`config.mk`:
```
export PLATFORM = sky130hd
export DESIGN_NAME = wb_arbiter
export DESIGN_NICKNAME = d
export VERILOG_FILES = /design/src/rtl/wb_arbiter_pkg.sv /design/src/rtl/wb_arbiter_rr_picker.sv /design/src/rtl/wb_arbiter.sv
export SDC_FILE = /design/constraint.sdc
export NUM_CORES = 1
export LEC_CHECK = 0
export CAP_MARGIN = 10
export CORE_AREA = 2 2 112 114
export CTS_CLUSTER_SIZE = 16
export DETAILED_ROUTE_END_ITERATION = 8
export DIE_AREA = 0 0 114 116
export GPL_ROUTABILITY_DRIVEN = 1
export PLACE_DENSITY_LB_ADDON = 0.12
export SLEW_MARGIN = 10
export SYNTH_ARGS = -nofsm -noshare
export SYNTH_HDL_FRONTEND = slang
export SYNTH_HIERARCHICAL = 1
export SYNTH_SLANG_ARGS = --single-unit
```
`constraint.sdc`:
```
create_clock -name wb_clk_i -period 6.9 [get_ports wb_clk_i]
set_input_delay 2.07 -clock wb_clk_i [delete_from_list [all_inputs] [get_ports wb_clk_i]]
set_output_delay 2.07 -clock wb_clk_i [all_outputs]
set_load 0.02 [all_outputs]
```
`src/rtl/wb_arbiter_pkg.sv`:
```
// Shared definitions for wb_arbiter: core bus widths and arbiter FSM encodings.
// Optional response watchdog is enabled with the WB_ARB_TMO_EN macro.
`ifndef CORE_ADDR_WIDTH
`define CORE_ADDR_WIDTH 32
`endif
`ifndef CORE_DATA_WIDTH
`define CORE_DATA_WIDTH 32
`endif
`ifndef CORE_BE_WIDTH
`define CORE_BE_WIDTH 4
`endif

package wb_arbiter_pkg;
  typedef logic [1:0] arb_state_t;

  localparam logic [1:0] ARB_IDLE  = 2'd0;
  localparam logic [1:0] ARB_GRANT = 2'd1;
  localparam logic [1:0] ARB_DRAIN = 2'd2;

  function automatic int unsigned rr_next(input int unsigned idx, input int unsigned n);
    return (idx + 1 >= n) ? 0 : idx + 1;
  endfunction
endpackage

```
`src/rtl/wb_arbiter_rr_picker.sv`:
```
// Combinational round-robin picker: first requester at or after rr_ptr_i,
// searching upward with wrap-around.
module wb_arbiter_rr_picker #(
  parameter int N = 2,
  localparam int IW = (N > 1) ? $clog2(N) : 1
) (
  input  logic [N-1:0]  req_i,
  input  logic [IW-1:0] rr_ptr_i,
  output logic [N-1:0]  gnt_o,
  output logic [IW-1:0] gnt_idx_o,
  output logic          any_o
);
  logic [IW-1:0] idx;

  // Walk offsets from farthest to nearest so the nearest requester wins.
  always_comb begin
    gnt_o     = '0;
    gnt_idx_o = '0;
    idx       = '0;
    any_o     = |req_i;
    for (int k = N - 1; k >= 0; k--) begin
      idx = IW'((int'(rr_ptr_i) + k) % N);
      if (req_i[idx]) begin
        gnt_o      = '0;
        gnt_o[idx] = 1'b1;
        gnt_idx_o  = idx;
      end
    end
  end
endmodule

```
`src/rtl/wb_arbiter.sv`:
```
// Round-robin Wishbone B4 pipelined arbiter; grant held for a whole cyc plus drain.
// Define WB_ARB_TMO_EN to build the response watchdog (TMO_CYCLES).
module wb_arbiter
  import wb_arbiter_pkg::*;
#(
  parameter int N_MASTERS  = 2,
  parameter int MAX_OUTST  = 8,
  parameter int TMO_CYCLES = 255
) (
  input  logic                                  wb_clk_i,
  input  logic                                  wb_rst_n_i,
  input  logic [N_MASTERS-1:0]                  m_cyc_i,
  input  logic [N_MASTERS-1:0]                  m_stb_i,
  input  logic [N_MASTERS-1:0]                  m_we_i,
  input  logic [N_MASTERS*`CORE_ADDR_WIDTH-1:0] m_adr_i,
  input  logic [N_MASTERS*`CORE_DATA_WIDTH-1:0] m_dat_i,
  input  logic [N_MASTERS*`CORE_BE_WIDTH-1:0]   m_sel_i,
  output logic [`CORE_DATA_WIDTH-1:0]           m_dat_o,
  output logic [N_MASTERS-1:0]                  m_ack_o,
  output logic [N_MASTERS-1:0]                  m_err_o,
  output logic [N_MASTERS-1:0]                  m_stall_o,
  output logic                                  s_cyc_o,
  output logic                                  s_stb_o,
  output logic                                  s_we_o,
  output logic [`CORE_ADDR_WIDTH-1:0]           s_adr_o,
  output logic [`CORE_DATA_WIDTH-1:0]           s_dat_o,
  output logic [`CORE_BE_WIDTH-1:0]             s_sel_o,
  input  logic [`CORE_DATA_WIDTH-1:0]           s_dat_i,
  input  logic                                  s_ack_i,
  input  logic                                  s_err_i,
  input  logic                                  s_stall_i
);
  localparam int IW = (N_MASTERS > 1) ? $clog2(N_MASTERS) : 1;
  localparam int OW = $clog2(MAX_OUTST + 1);
  localparam int AW = `CORE_ADDR_WIDTH;
  localparam int DW = `CORE_DATA_WIDTH;
  localparam int BW = `CORE_BE_WIDTH;

  if (N_MASTERS < 2 || N_MASTERS > 8 || MAX_OUTST < 1 || TMO_CYCLES < 1) begin : g_param_check
    $error("wb_arbiter: parameter out of range");
  end

  logic [1:0]           state_q, state_d;
  logic [IW-1:0]        gnt_idx_q, gnt_idx_d, rr_ptr_q, rr_ptr_d, pick_idx;
  logic [N_MASTERS-1:0] gnt_oh_q, gnt_oh_d, pick_oh;
  logic [OW-1:0]        outst_q, outst_d;
  logic                 pick_any, granted, busy, full, issue, resp, rel, tmo_hit;

  logic [AW-1:0] adr_arr [N_MASTERS];
  logic [DW-1:0] dat_arr [N_MASTERS];
  logic [BW-1:0] sel_arr [N_MASTERS];

  for (genvar gi = 0; gi < N_MASTERS; gi++) begin : g_slice
    assign adr_arr[gi] = m_adr_i[gi*AW +: AW];
    assign dat_arr[gi] = m_dat_i[gi*DW +: DW];
    assign sel_arr[gi] = m_sel_i[gi*BW +: BW];
  end

  wb_arbiter_rr_picker #(.N(N_MASTERS)) u_picker (
    .req_i     (m_cyc_i),
    .rr_ptr_i  (rr_ptr_q),
    .gnt_o     (pick_oh),
    .gnt_idx_o (pick_idx),
    .any_o     (pick_any)
  );

  assign granted = (state_q == ARB_GRANT);
  assign busy    = (state_q != ARB_IDLE);
  assign full    = (outst_q == OW'(MAX_OUTST));
  // Responses with nothing outstanding are stale and never forwarded.
  assign resp    = busy && (outst_q != '0) && (s_ack_i || s_err_i);

  assign s_cyc_o = busy;
  assign s_stb_o = granted && m_cyc_i[gnt_idx_q] && m_stb_i[gnt_idx_q] && !full;
  assign s_we_o  = granted && m_we_i[gnt_idx_q];
  assign s_adr_o = granted ? adr_arr[gnt_idx_q] : '0;
  assign s_dat_o = granted ? dat_arr[gnt_idx_q] : '0;
  assign s_sel_o = granted ? sel_arr[gnt_idx_q] : '0;
  assign issue   = s_stb_o && !s_stall_i;

  assign m_dat_o   = busy ? s_dat_i : '0;
  assign m_ack_o   = gnt_oh_q & {N_MASTERS{resp && s_ack_i}};
  assign m_err_o   = gnt_oh_q & {N_MASTERS{(resp && s_err_i) || tmo_hit}};
  assign m_stall_o = granted ? (~gnt_oh_q | {N_MASTERS{s_stall_i || full}}) : '1;

`ifdef WB_ARB_TMO_EN
  localparam int TW = $clog2(TMO_CYCLES + 1);
  logic [TW-1:0] tmo_q, tmo_d;
  logic          silent;

  assign silent  = busy && (outst_q != '0) && !s_ack_i && !s_err_i;
  assign tmo_hit = silent && (tmo_q == TW'(TMO_CYCLES - 1));
  assign tmo_d   = (silent && !tmo_hit) ? tmo_q + 1'b1 : '0;

  always_ff @(posedge wb_clk_i or negedge wb_rst_n_i) begin
    if (!wb_rst_n_i) tmo_q <= '0;
    else             tmo_q <= tmo_d;
  end
`else
  assign tmo_hit = 1'b0;
`endif

  always_comb begin
    outst_d = outst_q;
    if (issue && !resp)      outst_d = outst_q + 1'b1;
    else if (!issue && resp) outst_d = outst_q - 1'b1;
    if (tmo_hit)             outst_d = '0;
  end

  always_comb begin
    state_d   = state_q;
    gnt_idx_d = gnt_idx_q;
    gnt_oh_d  = gnt_oh_q;
    rr_ptr_d  = rr_ptr_q;
    rel       = 1'b0;
    case (state_q)
      ARB_IDLE: if (pick_any) begin
        state_d   = ARB_GRANT;
        gnt_idx_d = pick_idx;
        gnt_oh_d  = pick_oh;
      end
      ARB_GRANT: if (!m_cyc_i[gnt_idx_q]) begin
        if (outst_q == '0) rel = 1'b1;
        else               state_d = ARB_DRAIN;
      end
      ARB_DRAIN: if (outst_d == '0) rel = 1'b1;
      default: state_d = ARB_IDLE;
    endcase
    if (rel || tmo_hit) begin
      state_d  = ARB_IDLE;
      rr_ptr_d = IW'(rr_next(int'(gnt_idx_q), N_MASTERS));
    end
  end

  always_ff @(posedge wb_clk_i or negedge wb_rst_n_i) begin
    if (!wb_rst_n_i) begin
      state_q   <= ARB_IDLE;
      gnt_idx_q <= '0;
      gnt_oh_q  <= '0;
      rr_ptr_q  <= '0;
      outst_q   <= '0;
    end else begin
      state_q   <= state_d;
      gnt_idx_q <= gnt_idx_d;
      gnt_oh_q  <= gnt_oh_d;
      rr_ptr_q  <= rr_ptr_d;
      outst_q   <= outst_d;
    end
  end
endmodule

```
==> impl_metrics.ini <==
[critical_path]
critPathLaunchType = input pin
worstPathArrival_ns = 3.59
cp.required_ns = 4.83
crit_path_end_kind = output pin
crit_path_max_fanout = 6
path_class = in2out

[timing]
setup_viol = 0
finalHoldViolations = 0
fin_crit_sh = 0.821
maxSlewViolCount = 0
worst-slew-pin-transition_ns = 0.855
fin_skew_ns = 0.00688
period_needed_ns = 5.66
rsz0062_at_grt = false
finalSetupTns_ns = 0
max_freq_mhz = 177
max_slew_margin = 0.430

[pwr]
powerDensity_nw_per_um2 = 355
sw_frac_of_total = 0.499
p_seq_frac = 0.103
p_leak_nw = 2.05
p_switching_mw = 0.918
power_frac_clock = 0.063
p_comb_frac = 0.833
peakVddDrop_mv = 0.166
intPower_mw = 0.923

[finish]
diodes = 0
area_delta_synth_final_pct = 148
stdcell_count = 706
fillCellCount = 1197
drive_gt1_frac = 0.0286
seq_area_um2 = 254
final_nets = 744
multi_input_area_um2 = 1720

[cts]
postCtsHoldBufs = 0
cts_tree = built
htreeDepth = 1
cts_max_path_buffers = 2
numCtsBuffers = 3
cts_setup_buffers = 0
path_clk_slew_ns = 0.05
cts.repair.resized = 0
clock_sinks = 10
clock_latency_ns = 0.24
root_buffer = clkbuf_16

[die]
die_y_um = 116
start_util = 0.176
dieArea_um2 = 13200
coreArea_um2 = 11900
num_io_pins = 288
fp.dieW_um = 114
fp-row-count = 40

[routing]
ant_nets = 0
vias_per_cell = 4.39
wl_per_cell_um = 17.1
drt-total-wl_um = 12100
num_vias = 3102
drtPass1Iterations = 7
drt_iter0_drc = 154
drcViolationCount = 0

[yosys]
synth.avg_cell_area_um2 = 7.31
synth.distinct_cells = 45
ys_warn_count = 6
async_flop_share = 1.00
ys_ff_latch = 10
ys_seq_area_frac = 0.120
synth-edff-count = 0
syn_area_um2 = 2090
netlist_instances = 286
ys.flop_type = dfrtp_1
syn-num-nets = 470

[placed_design]
place_inst = 702
place.gp.congestion = 0.752
place.port_buffers = 287
hpwlAfterDp_um = 10100

[global_routing]
grt_start_max_net_pins = 63
overflow = 0
grtUsageTotal = 0.159
grt_pass1_wl_um = 16400
grt_antenna_before_repair = 0
grt_pass1_vias = 2961

[run_status]
status = finished, final reports clean

[run]
cap_violations = 0

[min_path]
min_path_type = reg2reg
[metrics by stage]
step	hold slack (ns)	cell area, um^2	power [mW]	utilization	setup slack [ns]
2_1_floorplan	0.509	2090	1.03	-	2.24
3_3_place_gp	0.555	5090	1.73	0.427	1.26
3_5_place_dp	0.565	5090	1.74	0.427	1.23
4_1_cts	0.576	5180	1.86	0.435	1.22
5_1_grt	0.590	5180	1.96	0.435	1.14
6_report	0.569	5180	1.84	0.435	1.24
[cells in the final DEF, fill, tap and decap left out, drive strengths merged, types with 4 or more instances in the layout]
master / Yosys / routed
and3: 4 / 4
mux2i: 72 / 72
clkdlybuf4s50: 0 / 287
ha: 5 / 5
clkbuf: 6 / 4
inv: 9 / 9
nor2: 73 / 73
nand2: 7 / 7
mux2: 4 / 4
dfrtp: 10 / 10
nor2b: 32 / 32
[power by group through the flow]
stage	Sequential [mW]	Clock [mW]	Combinational, mW
detailed placement	0.195	0	1.54
finish	0.190	0.116	1.53
global placement	0.189	0	1.54
global route	0.200	0.122	1.64
CTS	0.194	0.116	1.55
floorplan	0.114	0	0.917
[cell families (layout without fill, tap and decap cells)]
group	count (synthesis)	after routing	share of synthesized area
AOI/OAI and AO/OA	24	24	0.0922
xor gates and xnor gates	4	4	0.0168
adders and majority gates	7	7	0.0395
buffers and inverters	30	303	0.0563
DFF	10	10	0.120
muxes	76	76	0.366
and+or+nand+nor	135	135	0.309
[Yosys cell counts (all sizes together) (2+ instances only)]
| cell | instances | area share |
|---|---|---|
| nor2 | 73 | 0.13 |
| mux2i | 72 | 0.34 |
| nor2b | 32 | 0.096 |
| buf | 15 | 0.029 |
| dfrtp | 10 | 0.12 |
| inv | 9 | 0.016 |
| nand2 | 7 | 0.013 |
| clkbuf | 6 | 0.011 |
| ha | 5 | 0.030 |
| and3 | 4 | 0.012 |
| mux2 | 4 | 0.022 |
| a21oi | 3 | 0.0072 |
| nand3 | 3 | 0.0072 |
| nor3 | 3 | 0.0072 |
| o21ai | 3 | 0.0072 |
| o22ai | 3 | 0.0090 |
| a21boi | 2 | 0.0072 |
| maj3 | 2 | 0.0096 |
| nand4 | 2 | 0.0060 |
| nor4 | 2 | 0.0060 |
| o311ai | 2 | 0.0084 |
| o31ai | 2 | 0.0072 |
| or3 | 2 | 0.0060 |
| xnor2 | 2 | 0.0084 |
| xor2 | 2 | 0.0084 |
[state kept, by name, summed over array words and instances, names as in the netlist]
register   flops
gnt_idx_q      1
gnt_oh_q       2
outst_q        4
rr_ptr_q       1
state_q        2
[path summary, 6_finish.rpt]
kind                                  from    endpoint  slack (ns)  cells past startpoint
worst min-delay path              rr_ptr_q    rr_ptr_q        0.57                      2
worst max register to register   gnt_idx_q  state_q[0]        3.74                      6
min in group asynchronous       wb_rst_n_i    rr_ptr_q        2.17                      1
worst max-delay path            m_cyc_i[0]     s_stb_o        1.24                      4
max in group asynchronous       wb_rst_n_i   gnt_idx_q        4.34                      1
worst min register to register    rr_ptr_q    rr_ptr_q        0.57                      2
[layer usage]
layer / GRT usage / vias up / share of wire
met5: 0 / - / 0
met4: 0.0146 / 0 / 0.0060
met3: 0.0408 / 4 / 0.093
met2: 0.322 / 190 / 0.54
met1: 0.171 / 1372 / 0.36
li1: - / 1536 / -
[worst max-delay path, stage by stage]
cell and delay, ns:
clkdlybuf4s50_1 0.56, nand3b_1 0.17, a21oi_1 0.18, clkdlybuf4s50_1 0.62
[final cells by class]
class	count	share of cell area
flip-flops and latches	10	0.0490
repair buffers	290	0.559
well taps	147	0.0355
inverters	9	0.00652
multi-input cells	246	0.333
clock buffers	4	0.0172
Note: power is estimated with default switching activity, not from simulation.
